`config.mk`:
```
export PLATFORM = sky130hd
export DESIGN_NAME = wdt_reset_sequencer_flat
export DESIGN_NICKNAME = d
export VERILOG_FILES = /design/src/rtl/wdt_reset_sequencer_if.sv /design/src/rtl/wdt_reset_sequencer.sv /design/src/flat_wrapper.sv
export SDC_FILE = /design/constraint.sdc
export NUM_CORES = 1
export LEC_CHECK = 0
export ABC_AREA = 1
export CORE_MARGIN = 3
export CORE_UTILIZATION = 51
export DETAILED_ROUTE_END_ITERATION = 10
export PLACE_DENSITY = 0.84
export SYNTH_ARGS = -nofsm -noshare
export SYNTH_HDL_FRONTEND = slang
export SYNTH_SLANG_ARGS = --single-unit
```
`constraint.sdc`:
```
create_clock -name i_clk -period 3.3 [get_ports i_clk]
set_input_delay 0.33 -clock i_clk [delete_from_list [all_inputs] [get_ports i_clk]]
set_output_delay 0.33 -clock i_clk [all_outputs]
set_load 0.01 [all_outputs]
```
`src/rtl/wdt_reset_sequencer_if.sv`:
```
// CSR bus bundle for the watchdog reset sequencer on the shared 5-bit CPLD bus.
// The slave is always ready: a write completes in the clk where csr_we is sampled high, and csr_do follows csr_a combinationally.
interface wdt_reset_sequencer_if;
  logic [4:0] csr_a;
  logic [7:0] csr_di;
  logic       csr_we;
  logic [7:0] csr_do;

  modport master (output csr_a, output csr_di, output csr_we, input csr_do);
  modport slave  (input csr_a, input csr_di, input csr_we, output csr_do);
endinterface

```
`src/rtl/wdt_reset_sequencer.sv`:
```
// Watchdog-bite recovery sequencer: timed reset pulse, hold-off window, retry counting, failsafe boot latch.
// Optional build macro RSTSEQ_PWRCYCLE_EN: bites after failsafe is latched request a power cycle instead of a reset.
module wdt_reset_sequencer #(
  parameter logic [4:0] BASE_ADDR     = 5'h0,
  parameter logic [7:0] PULSE_TICKS   = 8'd10,
  parameter logic [7:0] HOLDOFF_TICKS = 8'd50,
  parameter logic [2:0] MAX_RETRIES   = 3'd3
) (
  input  logic                        i_clk,
  input  logic                        i_rst,
  input  logic                        i_ce,
  input  logic                        i_pwr_is_off,
  input  logic                        i_bite_strobe,
  wdt_reset_sequencer_if.slave        csr_bus,
  output logic                        o_sys_rst_req,
  output logic                        o_boot_failsafe,
  output logic                        o_pwr_cycle_req,
  output logic                        o_irq,
  output logic [1:0]                  o_dbg_state
);

  localparam logic [1:0] ST_IDLE    = 2'b00;
  localparam logic [1:0] ST_ASSERT  = 2'b01;
  localparam logic [1:0] ST_HOLDOFF = 2'b10;

  logic [1:0] r_state;
  logic [1:0] w_state_nxt;
  logic [7:0] r_tick_cnt;
  logic [7:0] w_tick_nxt;
  logic [2:0] r_retry_cnt;
  logic [2:0] w_retry_base;
  logic [2:0] w_retry_inc;
  logic       r_en;
  logic       r_locked;
  logic       r_irq_en;
  logic       r_failsafe;
  logic       r_missed;
  logic       r_irq_pend;
  logic       r_sys_rst_req;
  logic       r_pwr_cycle_req;
  logic       w_bite_ok;
  logic       w_bite_missed;
  logic       w_pulse_done;
  logic       w_sel_ctrl;
  logic       w_sel_stat;
  logic       w_sel_state;
  logic       w_wr_ctrl;
  logic       w_wr_stat;
  logic       w_clr_retry;
  logic       w_pc_nxt;
  logic       w_pc_done;

  assign w_sel_ctrl  = (csr_bus.csr_a == BASE_ADDR);
  assign w_sel_stat  = (csr_bus.csr_a == BASE_ADDR + 5'd1);
  assign w_sel_state = (csr_bus.csr_a == BASE_ADDR + 5'd2);
  assign w_wr_ctrl   = csr_bus.csr_we & w_sel_ctrl & ~r_locked;
  assign w_wr_stat   = csr_bus.csr_we & w_sel_stat;
  assign w_clr_retry = w_wr_ctrl & csr_bus.csr_di[7];

  // Tick counter is checked for zero every clk so a zero load gives a one-clk phase.
  always_comb begin
    w_state_nxt  = r_state;
    w_tick_nxt   = r_tick_cnt;
    w_bite_ok    = 1'b0;
    w_pulse_done = 1'b0;
    if (i_pwr_is_off) begin
      w_state_nxt = ST_IDLE;
      w_tick_nxt  = 8'd0;
    end else begin
      case (r_state)
        ST_IDLE: begin
          if (i_bite_strobe && r_en) begin
            w_state_nxt = ST_ASSERT;
            w_tick_nxt  = PULSE_TICKS;
            w_bite_ok   = 1'b1;
          end
        end
        ST_ASSERT: begin
          if (r_tick_cnt == 8'd0) begin
            w_state_nxt  = ST_HOLDOFF;
            w_tick_nxt   = HOLDOFF_TICKS;
            w_pulse_done = 1'b1;
          end else if (i_ce) begin
            w_tick_nxt = r_tick_cnt - 8'd1;
          end
        end
        ST_HOLDOFF: begin
          if (r_tick_cnt == 8'd0) begin
            w_state_nxt = ST_IDLE;
          end else if (i_ce) begin
            w_tick_nxt = r_tick_cnt - 8'd1;
          end
        end
        default: begin
          w_state_nxt = ST_IDLE;
          w_tick_nxt  = 8'd0;
        end
      endcase
    end
  end

  assign w_bite_missed = ~i_pwr_is_off & (r_state == ST_HOLDOFF) & i_bite_strobe;

  // A clr_retry landing with an accepted bite counts that bite from zero.
  assign w_retry_base = w_clr_retry ? 3'd0 : r_retry_cnt;
  assign w_retry_inc  = (w_retry_base == 3'd7) ? 3'd7 : w_retry_base + 3'd1;

`ifdef RSTSEQ_PWRCYCLE_EN
  logic r_pc_mode;
  logic r_pc_done;

  assign w_pc_nxt  = w_bite_ok ? r_failsafe : r_pc_mode;
  assign w_pc_done = r_pc_done;

  always_ff @(posedge i_clk) begin
    if (i_rst) begin
      r_pc_mode <= 1'b0;
      r_pc_done <= 1'b0;
    end else begin
      r_pc_mode <= w_pc_nxt;
      if (w_pulse_done && r_pc_mode) begin
        r_pc_done <= 1'b1;
      end else if (w_wr_stat && csr_bus.csr_di[6]) begin
        r_pc_done <= 1'b0;
      end
    end
  end
`else
  logic w_unused_di6;

  assign w_pc_nxt     = 1'b0;
  assign w_pc_done    = 1'b0;
  assign w_unused_di6 = csr_bus.csr_di[6];
`endif

  always_ff @(posedge i_clk) begin
    if (i_rst) begin
      r_state         <= ST_IDLE;
      r_tick_cnt      <= 8'd0;
      r_retry_cnt     <= 3'd0;
      r_en            <= 1'b0;
      r_locked        <= 1'b0;
      r_irq_en        <= 1'b0;
      r_failsafe      <= 1'b0;
      r_missed        <= 1'b0;
      r_irq_pend      <= 1'b0;
      r_sys_rst_req   <= 1'b0;
      r_pwr_cycle_req <= 1'b0;
    end else begin
      r_state         <= w_state_nxt;
      r_tick_cnt      <= w_tick_nxt;
      r_sys_rst_req   <= (w_state_nxt == ST_ASSERT) & ~w_pc_nxt;
      r_pwr_cycle_req <= (w_state_nxt == ST_ASSERT) & w_pc_nxt;

      if (w_wr_ctrl) begin
        r_en     <= csr_bus.csr_di[0];
        r_locked <= csr_bus.csr_di[1];
        r_irq_en <= csr_bus.csr_di[2];
      end

      if (w_bite_ok) begin
        r_retry_cnt <= w_retry_inc;
      end else if (w_clr_retry) begin
        r_retry_cnt <= 3'd0;
      end

      // New events win over a same-clk w1c of the sticky bits.
      if (w_bite_ok && (w_retry_inc >= MAX_RETRIES)) begin
        r_failsafe <= 1'b1;
      end else if (w_wr_stat && csr_bus.csr_di[3] && !r_locked) begin
        r_failsafe <= 1'b0;
      end

      if (w_bite_missed) begin
        r_missed <= 1'b1;
      end else if (w_wr_stat && csr_bus.csr_di[4]) begin
        r_missed <= 1'b0;
      end

      if (w_bite_ok) begin
        r_irq_pend <= 1'b1;
      end else if (w_wr_stat && csr_bus.csr_di[5]) begin
        r_irq_pend <= 1'b0;
      end
    end
  end

  always_comb begin
    csr_bus.csr_do = 8'h00;
    if (w_sel_ctrl) begin
      csr_bus.csr_do = {5'b00000, r_irq_en, r_locked, r_en};
    end else if (w_sel_stat) begin
      csr_bus.csr_do = {1'b0, w_pc_done, r_irq_pend, r_missed, r_failsafe, r_retry_cnt};
    end else if (w_sel_state) begin
      csr_bus.csr_do = {6'b000000, r_state};
    end
  end

  assign o_sys_rst_req   = r_sys_rst_req;
  assign o_pwr_cycle_req = r_pwr_cycle_req;
  assign o_boot_failsafe = r_failsafe;
  assign o_irq           = r_irq_pend & r_irq_en;
  assign o_dbg_state     = r_state;

endmodule
```
`src/flat_wrapper.sv`:
```
// flat-port wrapper written by rule: the top's interface ports become plain ports
module wdt_reset_sequencer_flat 
#(
  parameter logic [4:0] BASE_ADDR     = 5'h0,
  parameter logic [7:0] PULSE_TICKS   = 8'd10,
  parameter logic [7:0] HOLDOFF_TICKS = 8'd50,
  parameter logic [2:0] MAX_RETRIES   = 3'd3
)
  (i_clk, i_rst, i_ce, i_pwr_is_off, i_bite_strobe, o_sys_rst_req, o_boot_failsafe, o_pwr_cycle_req, o_irq, o_dbg_state, csr_bus_csr_a, csr_bus_csr_di, csr_bus_csr_we, csr_bus_csr_do);
  wdt_reset_sequencer_if csr_bus_i ();
  input  logic i_clk;
  input  logic i_rst;
  input  logic i_ce;
  input  logic i_pwr_is_off;
  input  logic i_bite_strobe;
  output logic o_sys_rst_req;
  output logic o_boot_failsafe;
  output logic o_pwr_cycle_req;
  output logic o_irq;
  output logic [1:0] o_dbg_state;
  input wire logic [$bits(csr_bus_i.csr_a)-1:0] csr_bus_csr_a;
  input wire logic [$bits(csr_bus_i.csr_di)-1:0] csr_bus_csr_di;
  input wire logic [$bits(csr_bus_i.csr_we)-1:0] csr_bus_csr_we;
  output wire logic [$bits(csr_bus_i.csr_do)-1:0] csr_bus_csr_do;
  assign csr_bus_i.csr_a = csr_bus_csr_a;
  assign csr_bus_i.csr_di = csr_bus_csr_di;
  assign csr_bus_i.csr_we = csr_bus_csr_we;
  assign csr_bus_csr_do = csr_bus_i.csr_do;
  wdt_reset_sequencer #(.BASE_ADDR(BASE_ADDR), .PULSE_TICKS(PULSE_TICKS), .HOLDOFF_TICKS(HOLDOFF_TICKS), .MAX_RETRIES(MAX_RETRIES)) u_core (.i_clk(i_clk), .i_rst(i_rst), .i_ce(i_ce), .i_pwr_is_off(i_pwr_is_off), .i_bite_strobe(i_bite_strobe), .csr_bus(csr_bus_i), .o_sys_rst_req(o_sys_rst_req), .o_boot_failsafe(o_boot_failsafe), .o_pwr_cycle_req(o_pwr_cycle_req), .o_irq(o_irq), .o_dbg_state(o_dbg_state));
endmodule
```
## After elaboration in Yosys (flattened, before gate mapping)

Cells that the tools add are included.

| word-level totals | value |
|---|---|
| register bits after elaboration | 20 |
| output and inout bits | 14 |
| word-level logic and storage cells | 70 |

| cells by class | value |
|---|---|
| $add $sub $neg | 2 |
| order comparisons | 1 |
| eq/ne operators | 8 |
| multiplexer cells | 25 |
| bitwise logic cells | 9 |
| reductions and logical operators | 15 |

Operators with widths:

| cell | count |
|---|---|
| 8-bit 2-to-1 mux | 6 |
| 8-bit case mux with 3 select lines | 1 |
| 2-bit 2-to-1 mux | 5 |
| 1-bit 2-to-1 mux | 9 |
| 3-bit 2-to-1 mux | 3 |
| 8-bit logical NOT | 1 |
| 8-bit by 1-bit subtractor with 8-bit output, second input constant | 1 |
| 1-bit AND | 7 |
| 1-bit logical AND | 6 |
| 2-bit case mux with 3 select lines | 1 |
| 2-bit nonzero test | 3 |
| 5-bit by 1-bit equality test with 1-bit output, second input constant | 1 |
| 5-bit by 2-bit equality test with 1-bit output, second input constant | 1 |
| 5-bit logical NOT | 1 |
| 2-bit by 1-bit equality test with 1-bit output, second input constant | 2 |
| 3-bit by 1-bit adder with 3-bit output, second input constant | 1 |
| 3-bit equality test, second input constant | 1 |
| 3-bit by 2-bit greater-or-equal comparator with 1-bit output, second input constant | 1 |
| 2-bit equality test, second input constant | 1 |
| 2-bit logical NOT | 1 |
| 2-bit by 1-bit != test with 1-bit output, second input constant | 1 |
| 2-bit != test, second input constant | 1 |
| 1-bit inverter | 2 |
| 2-bit AND reduction | 1 |
| 2 further kinds | 2 |

## Depth between registers and ports, before layout

Gate-level depths: netlist of the first run.

| logic depth | value |
|---|---|
| depth in word-level cells | 10 |
| mapped depth | 10 |
| depth with buffers taken out | 10 |

## Worst setup path before layout of the first run

Ideal clock, no wire load.

| timing | value |
|---|---|
| path kind | register to register |
| start | reg u_core.r_tick_cnt[1] |
| end | reg u_core.r_tick_cnt[7] |
| arrival | 1.146 ns |
| required time | 3.185 ns |
| path slack | 2.039 ns |
| cell stages (with the launch flop) | 10 |
| buffers on the path | 0 |
| period minus slack after synthesis | 1.261 ns |
| cells stage by stage | dfxtp_1 > inv_1 > ha_1 > nand2_2 > nor2_8 > nand2_4 > nand2_4 > inv_4 > a21oi_1 > nor2_1 |

| on the way | value |
|---|---|
| word-level cells in the longest chain between the ends | 4 |
| elaborated cells on any way between the ends | 8 |
| those cells by class | 1 x add/sub; 1 x eq/ne; 4 x mux; 2 x reduce/logical |

RTL lines:

| item | RTL line | source |
|---|---|---|
| from (decl) | wdt_reset_sequencer.sv:28 | `logic [7:0] r_tick_cnt;` |
| from (signal assigned) | wdt_reset_sequencer.sv:151 | `r_tick_cnt <= w_tick_nxt;` |
| 8-bit by 1-bit subtractor with 8-bit output | wdt_reset_sequencer.sv:84, wdt_reset_sequencer.sv:91 |  |
| 8-bit 2-to-1 mux | wdt_reset_sequencer.sv:83, wdt_reset_sequencer.sv:90 |  |
| 8-bit 2-to-1 mux (on tied branches) | wdt_reset_sequencer.sv:88, wdt_reset_sequencer.sv:79 |  |
| 8-bit case mux with 3 select lines | wdt_reset_sequencer.sv:70 | `case (r_state)` |

Parallel ways exist; a longest one is shown, timed or not. The select of a mux whose other input is x is not followed.
A chain may end at the register's enable or synchronous reset.

## Worst setup path after layout of the first run

| timing | value |
|---|---|
| start | in csr_bus_csr_a[3] |
| end | out csr_bus_csr_do[2] |

| on the way | value |
|---|---|
| word-level cells in the longest chain between the ends | 3 |
| elaborated cells on any way between the ends | 4 |
| those cells by class | 1 x eq/ne; 2 x mux; 1 x reduce/logical |

RTL lines:

| item | RTL line | source |
|---|---|---|
| from (decl) | flat_wrapper.sv:21 | `input wire logic [$bits(csr_bus_i.csr_a)-1:0] csr_bus_csr_a;` |
| 5-bit by 1-bit equality test with 1-bit output | wdt_reset_sequencer.sv:54 | `assign w_sel_stat = (csr_bus.csr_a == BASE_ADDR + 5'd1);` |
| 8-bit 2-to-1 mux | wdt_reset_sequencer.sv:192 | `end else if (w_sel_stat) begin` |
| 8-bit 2-to-1 mux * | wdt_reset_sequencer.sv:190 | `if (w_sel_ctrl) begin` |
| to (decl) | flat_wrapper.sv:24 | `output wire logic [$bits(csr_bus_i.csr_do)-1:0] csr_bus_csr_do;` |

Every way passes the cells marked *; elsewhere a longest branch is shown, timed or not.

==> metrics.md, run 1 <==
| Metric | Value |
|---|---|
| Status | `complete, no violations` |
| Placed instance count | `242` |
| Post-Synth XOR/XNOR Area | `0%` |
| Mapped Area | `1209 um2` |
| Worst Hold End | `u_core.r_missed$_SDFFE_PP0P_` |
| Hpwl dp | `2335 um` |
| Critical path type | `in2out` |
| Top-count cell post-synth | `nand2_1` |
| Worst path depth | `6` |
| WP data required | `2970 ps` |
| Synth Register Bits | `20` |
| Post-synth ARST share | `0%` |
| Finished Layout Cells | `246` |
| Placement Cell Area | `1509 um2` |
| Synth Instances | `187` |
| Crit-path most repeated cell | `clkdlybuf4s50_1` |
| DRC viols | `0` |
| Arr. time, crit path | `2010 ps` |
| Layout Nets | `240` |
| GRT Total Usage | `21.30%` |
| Starting Density | `54.12%` |
| Routed wire length | `2917 um` |
| Syn-to-layout area delta | `27.85%` |
| Final Hold Viols | `0` |
| Place WS | `973.3 ps` |
| RSZ-0062 raised after global routing | `false` |
| Ys Warns | `0` |
| IO Pins | `33` |
| I/O Buffers | `28` |
| LEAKAGE | `0.6532 nW` |
| Ys flop type | `dfxtp_1` |
| Final worst slack | `963.8 ps` |
| Crit-path max FO | `5` |
| Cell Rows | `17` |
| Yosys top cell area share | `33.13%` |
| Worst r2r dst | `u_core.r_tick_cnt[6]$_SDFFE_PP0P_` |
| Post-synth EDFFs | `0` |
| R2R setup slack | `1850 ps` |
| H-tree lvl count | `1` |
| First-pass GRT wire length | `4560 um` |
| Die Footprint | `2990 um2` |
| Number of vias in the routed layout | `1271` |
| Final ANT Viol Nets | `0` |
| Syn avg cell area | `6.463 um2` |
| Final global-route overflow total | `0` |
| 1st-iter DRT viols | `19` |
| Critical-path cell list | `clkdlybuf4s50_1, nor2_2, nand4_1, inv_1, a22o_1, clkdlybuf4s50_1` |
| Startpoint Class | `input pin` |
| Multi-input logic area | `689.4 um2` |
| Critical path capture point type | `output pin` |
| RD Place Congestion | `0.8623` |
| Register area share after synthesis | `33.13%` |
| Minimum clock period | `2336 ps` |
| CTS tree | `built` |
| Clock latency on the worst-skew pair | `310 ps` |
| Power per cell area | `281.3 nW/um2` |
| Largest net degree at the start of global routing | `12` |
| Antenna cells | `0` |
| Hold_sp | `u_core.r_missed$_SDFFE_PP0P_` |
| Routed vias/inst | `5.167` |
| Die span in x | `54.68 um` |
| Fillers | `210` |
| Multiplexer share of the synthesized area | `0%` |
| Worst vdd ir | `214.3 uV` |
| Number of global-route vias before repair | `1104` |
| Max-cap violations | `0` |
| Core Area | `2233 um2` |
| Slowest stage cell, crit path | `clkdlybuf4s50_1` |
| Initial antenna violation count | `0` |
| Min-Delay Path Depth | `2` |
| Hold buffers post-CTS | `0` |
| Final instance area | `1545 um2` |
| CTS buffer count | `3` |
| Setup violations, final | `0` |
| DRT Pass-1 Iters | `4` |
| Post-synth top area cell | `dfxtp_1` |
| Count of clock tree sinks | `20` |
| Main combinational cell family by area after synthesis | `simple AND/OR/NAND/NOR gates` |
| Commonest cells post-synth | `nand2_1 (47), nor2_1 (27), inv_1 (24)` |
| CP peak stage delay | `530 ps` |
| Tcrit/Tclk final | `70.79%` |
| Reg2Reg Depth | `9` |
| Routed wire per std cell | `11.86 um` |
| CTS resizes | `0` |
| Fmax | `428.1 MHz` |
| RR Startpoint | `u_core.r_tick_cnt[0]$_SDFFE_PP0P_` |
| Hold crit path type | `reg2reg` |
| Setup repair bufs after CTS | `0` |
| Buf/Inv on CP | `3` |
| Synth top area cells | `dfxtp_1 (33%), nand2_1 (15%), nor2_1 (8.4%)` |
| Die height | `54.68 um` |
| Layout cell share with drive strength beyond 1 | `10.55%` |
| Area share of fa/ha/maj cells after synthesis | `2.070%` |
| Simple logic cell fraction of the synthesized area | `44.10%` |
| CTS root buf | `clkbuf_4` |
| Cell family with most CP delay | `buffers and inverters` |
| CTS max path bufs | `2` |
| Synth Area in Compound Gates | `9.938%` |
| Clock Skew | `8.597 ps` |
| Hold WS | `471.3 ps` |
| Cell variety after synth | `24` |
| Register Area | `400.4 um2` |
| Reg clk slew, reported paths | `120 ps` |
| Fin. max-slew vios | `0` |
| Setup tns final | `0 ps` |
layer usage:
metal  wire [um]  up-vias  track usage [%]
li1            -      654                -
met1        1332      579            27.99
met2        1405       34            33.86
met3         140        4            3.270
met4          40        0            9.544
met5           0        -                0
worst reg2reg max path, stage by stage (launching register included):
cell and delay [ps]:
dfxtp_1 380, inv_1 90, ha_1 210, nand2_2 130, nor2_8 70, nand2_2 90, nand2_1 70, a21oi_2 200
nand2_1 90, nor2_1 80
cell families (layout without fill, tap and decap cells):
| family | count (synthesis) | after routing |
|---|---|---|
| buffers and inverters | 30 | 59 |
| other | 1 | 3 |
| AO/OA/AOI/OAI | 21 | 21 |
| flip-flops | 20 | 20 |
| adder cells (fa/ha/maj) | 2 | 2 |
| AND/OR/NAND/NOR | 113 | 113 |
cell usage in the layout, fill, tap and decap left out:
master           netlist  routed
a21oi_1               11      11
a21oi_2                1       1
a22o_1                 1       1
clkbuf_4               0       3
clkbuf_8               0       1
clkdlybuf4s50_1        0      28
conb_1                 1       3
dfxtp_1               20      20
ha_1                   2       2
inv_1                 24      24
inv_2                  2       2
inv_4                  1       1
nand2_1               47      47
nand2_2                2       2
nand2_4                3       3
nand3_1               18      18
nand4_1                6       6
nor2_1                27      27
nor2_2                 8       8
nor2_4                 1       1
nor2_8                 1       1
o211ai_1               1       1
o21a_1                 1       1
o21ai_0                3       3
o21ai_1                2       2
o21bai_1               1       1
through the flow:
| step | util [%] | power [mW] |
|---|---|---|
| 2_1_floorplan | - | 0.2688 |
| 3_5_place_dp | 67.56 | 0.2941 |
| 6_report | 69.19 | 0.4346 |
| 3_3_place_gp | 67.56 | 0.2929 |
| 4_1_cts | 69.19 | 0.4375 |
| 5_1_grt | 69.19 | 0.4525 |
power breakdown:
group / switching, mW / internal [mW]
sequential: 0.000773 / 0.242
clock: 0.0780 / 0.0674
combinational: 0.0230 / 0.0234
total: 0.102 / 0.333
state kept, by name, summed over array words and instances (netlist names):
name / cells
u_core.r_tick_cnt: 8
u_core.r_irq_en: 1
u_core.o_dbg_state: 2
u_core.r_missed: 1
u_core.o_sys_rst_req: 1
u_core.r_irq_pend: 1
u_core.o_boot_failsafe: 1
u_core.r_en: 1
u_core.r_locked: 1
u_core.r_retry_cnt: 3
cell type report:
cell class / instances / share of cell area, %
multi-input combinational: 139 / 44.62
sequential: 20 / 25.91
timing repair buffer: 28 / 18.14
inverter: 27 / 6.721
clock buffer: 4 / 2.348
tap: 28 / 2.267
worst max path at each step:
stage / from / endpoint / slack (ps)
after floorplan: u_core.r_tick_cnt[1]$_SDFFE_PP0P_ / u_core.r_tick_cnt[7]$_SDFFE_PP0P_ / 2040
after global placement: csr_bus_csr_a[3] / csr_bus_csr_do[2] / 1030
after detailed placement: csr_bus_csr_a[3] / csr_bus_csr_do[0] / 970
after CTS: csr_bus_csr_a[3] / csr_bus_csr_do[0] / 970
after global routing: csr_bus_csr_a[3] / csr_bus_csr_do[1] / 870
final: csr_bus_csr_a[3] / csr_bus_csr_do[2] / 960
(Power assumes the default switching activity.)
==> inputs of run 2 (changes only) <==
CORE_UTILIZATION = 43   (was 51)
PLACE_DENSITY = 0.75   (was 0.84)
clock period = 2 ns   (was 3.3 ns; I/O delays follow)
==> run 2 against run 1 <==
Sequential share of layout area shrank 0.10 points. Critical path depth grew 1. Clock power grew 39%. Sequential cell count is the same. Power grew 57%. Final cell count grew 1.2%. Non-clock buffer count grew 2. Worst hold slack lost 2.2 ps. Die area grew 16%. Count of clock-buffer cells in the layout shrank 1.
==> metrics.md, run 2 (same netlist as run 1, synthesis figures left out) <==
| Metric | Value |
|---|---|
| Status | `complete, no violations` |
| Die Footprint | `3483 um2` |
| Number of global-route vias before repair | `1169` |
| Register share of total power | `58.9%` |
| Internal power | `0.5093 mW` |
| Routed vias/inst | `5.129` |
| Sw Pwr | `0.1712 mW` |
| DRT Pass-1 Iters | `4` |
| Arr. time, crit path | `1750 ps` |
| Hold crit path type | `in2reg` |
| WP data required | `1800 ps` |
| RSZ-0062 raised after global routing | `false` |
| Hpwl dp | `2450 um` |
| H-tree lvl count | `1` |
| Reg clk slew, reported paths | `120 ps` |
| Critical path capture point type | `output pin` |
| Placement Cell Area | `1526 um2` |
| Largest net degree at the start of global routing | `11` |
| Syn-to-layout area delta | `28.36%` |
| Gr busiest metal | `met2` |
| First-pass GRT wire length | `4974 um` |
| LEAKAGE | `0.6744 nW` |
| Core Area | `2567 um2` |
| Startpoint Class | `input pin` |
| 1st-iter DRT viols | `42` |
| Starting Density | `47.08%` |
| Max reg flops | `8` |
| Fin. max-slew vios | `0` |
| Routed wire length | `3057 um` |
| Fillers | `260` |
| Number of vias in the routed layout | `1277` |
| Tcrit/Tclk final | `97.54%` |
| CTS tree | `built` |
| RD Place Congestion | `0.8106` |
| Layout Nets | `242` |
| Met3 GRT Util | `2.614%` |
| IO Pins | `33` |
| Final instance area | `1551 um2` |
| Crit-path max FO | `3` |
| Most frequent cells in the layout | `nand2_1 (47), nor2_1 (27), clkdlybuf4s50_1 (27)` |
| Commonest non-fill, non-tap cell in the layout | `nand2_1` |
| Minimum clock period | `1951 ps` |
| Initial antenna violation count | `0` |
| Count of clock tree sinks | `20` |
| CTS max path bufs | `2` |
| Met1 Use GR | `25.40%` |
| Final Hold Viols | `0` |
| CTS buffer count | `3` |
| Power per cell area | `438.6 nW/um2` |
| Worst vdd ir | `362.1 uV` |
| Layout cell share with drive strength beyond 1 | `10.96%` |
| Final ANT Viol Nets | `0` |
| GRT Total Usage | `18.70%` |
| GR Layer Usage met2 | `29.65%` |
| Reg with most FFs | `u_core.r_tick_cnt` |
| Cell Rows | `18` |
| Critical path type | `in2out` |
| Setup tns final | `0 ps` |
| Clock latency on the worst-skew pair | `310 ps` |
| Setup repair bufs after CTS | `0` |
| Sw Share | `25.15%` |
| Clk pwr share | `29.7%` |
| Antenna cells | `0` |
| Fmax | `512.6 MHz` |
| Clock Skew | `2.354 ps` |
| Gate power share | `11.4%` |
| CTS root buf | `clkbuf_4` |
| Die span in x | `59.02 um` |
| Die height | `59.02 um` |
| Routed wire per std cell | `12.28 um` |
| Max-cap violations | `0` |
| I/O Buffers | `28` |
| Final global-route overflow total | `0` |
| Tot Pwr | `0.6804 mW` |
| DRC viols | `0` |
| Setup violations, final | `0` |
[run 2: routing by layer]
metal	part of all wire, %	vias up
met5	0	-
met4	1.6	0
met3	5.5	5
met2	45	38
met1	48	581
li1	-	653
[run 2: final timing paths]
kind	slack, ps	from	cells after the start	to
setup / recovery	50	csr_bus_csr_a[0]	7	csr_bus_csr_do[0]
hold / removal	470	csr_bus_csr_di[1]	3	u_core.r_locked$_SDFFE_PP0N_
setup reg to reg	560	u_core.r_tick_cnt[0]$_SDFFE_PP0P_	9	u_core.r_tick_cnt[0]$_SDFFE_PP0P_
hold reg to reg	480	u_core.r_missed$_SDFFE_PP0P_	2	u_core.r_missed$_SDFFE_PP0P_
[run 2: metrics by stage]
stage                     hold slack [ps]  cells  setup WS [ps]  utilization (%)
after floorplan                     269.1    189          739.2                -
after global placement              458.9    246          92.30            59.45
after detailed placement            464.0    246          66.22            59.45
after CTS                           468.8    249          56.22            60.33
after global routing                471.6    249          2.669            60.43
final                               469.1    249          49.25            60.43
[run 2: final cells by class]
type                            count  area, um2  area share (%)
Clock buffer                        3      22.52           1.452
Inverter                           27      103.9           6.694
Multi-Input combinational cell    139      689.4           44.44
Sequential cell                    20      400.4           25.81
Tap cell                           30      37.54           2.419
Timing Repair Buffer               30      297.8           19.19
[run 2: power groups by stage]
stage	combinational, mW	sequential, mW	clock [mW]
final	0.0777	0.401	0.202
after global routing	0.0842	0.401	0.218
after CTS	0.0769	0.401	0.206
after detailed placement	0.0762	0.410	0
after global placement	0.0748	0.410	0
after floorplan	0.0341	0.409	0
[run 2: what timing repair did]
action / 4_1_cts / 5_1_grt
endpoints found under the hold margin: 0 / 0
endpoints found under the setup margin: 0 / 1
gates resized for setup: 0 / 1
hold buffers: 0 / 0
[run 2: critical path, stage by stage]
cell             delay [ps]
clkdlybuf4s50_1         440
nor2_2                  170
nand3_1                 130
inv_1                   120
nand2_1                  60
nand3_1                  90
clkdlybuf4s50_1         530
==> inputs of run 3 (changes only) <==
CTS_CLUSTER_SIZE = 30   (was not set)
==> results of run 3 <==
Same layout as run 2: the final DEF is identical, and so are final timing and power.
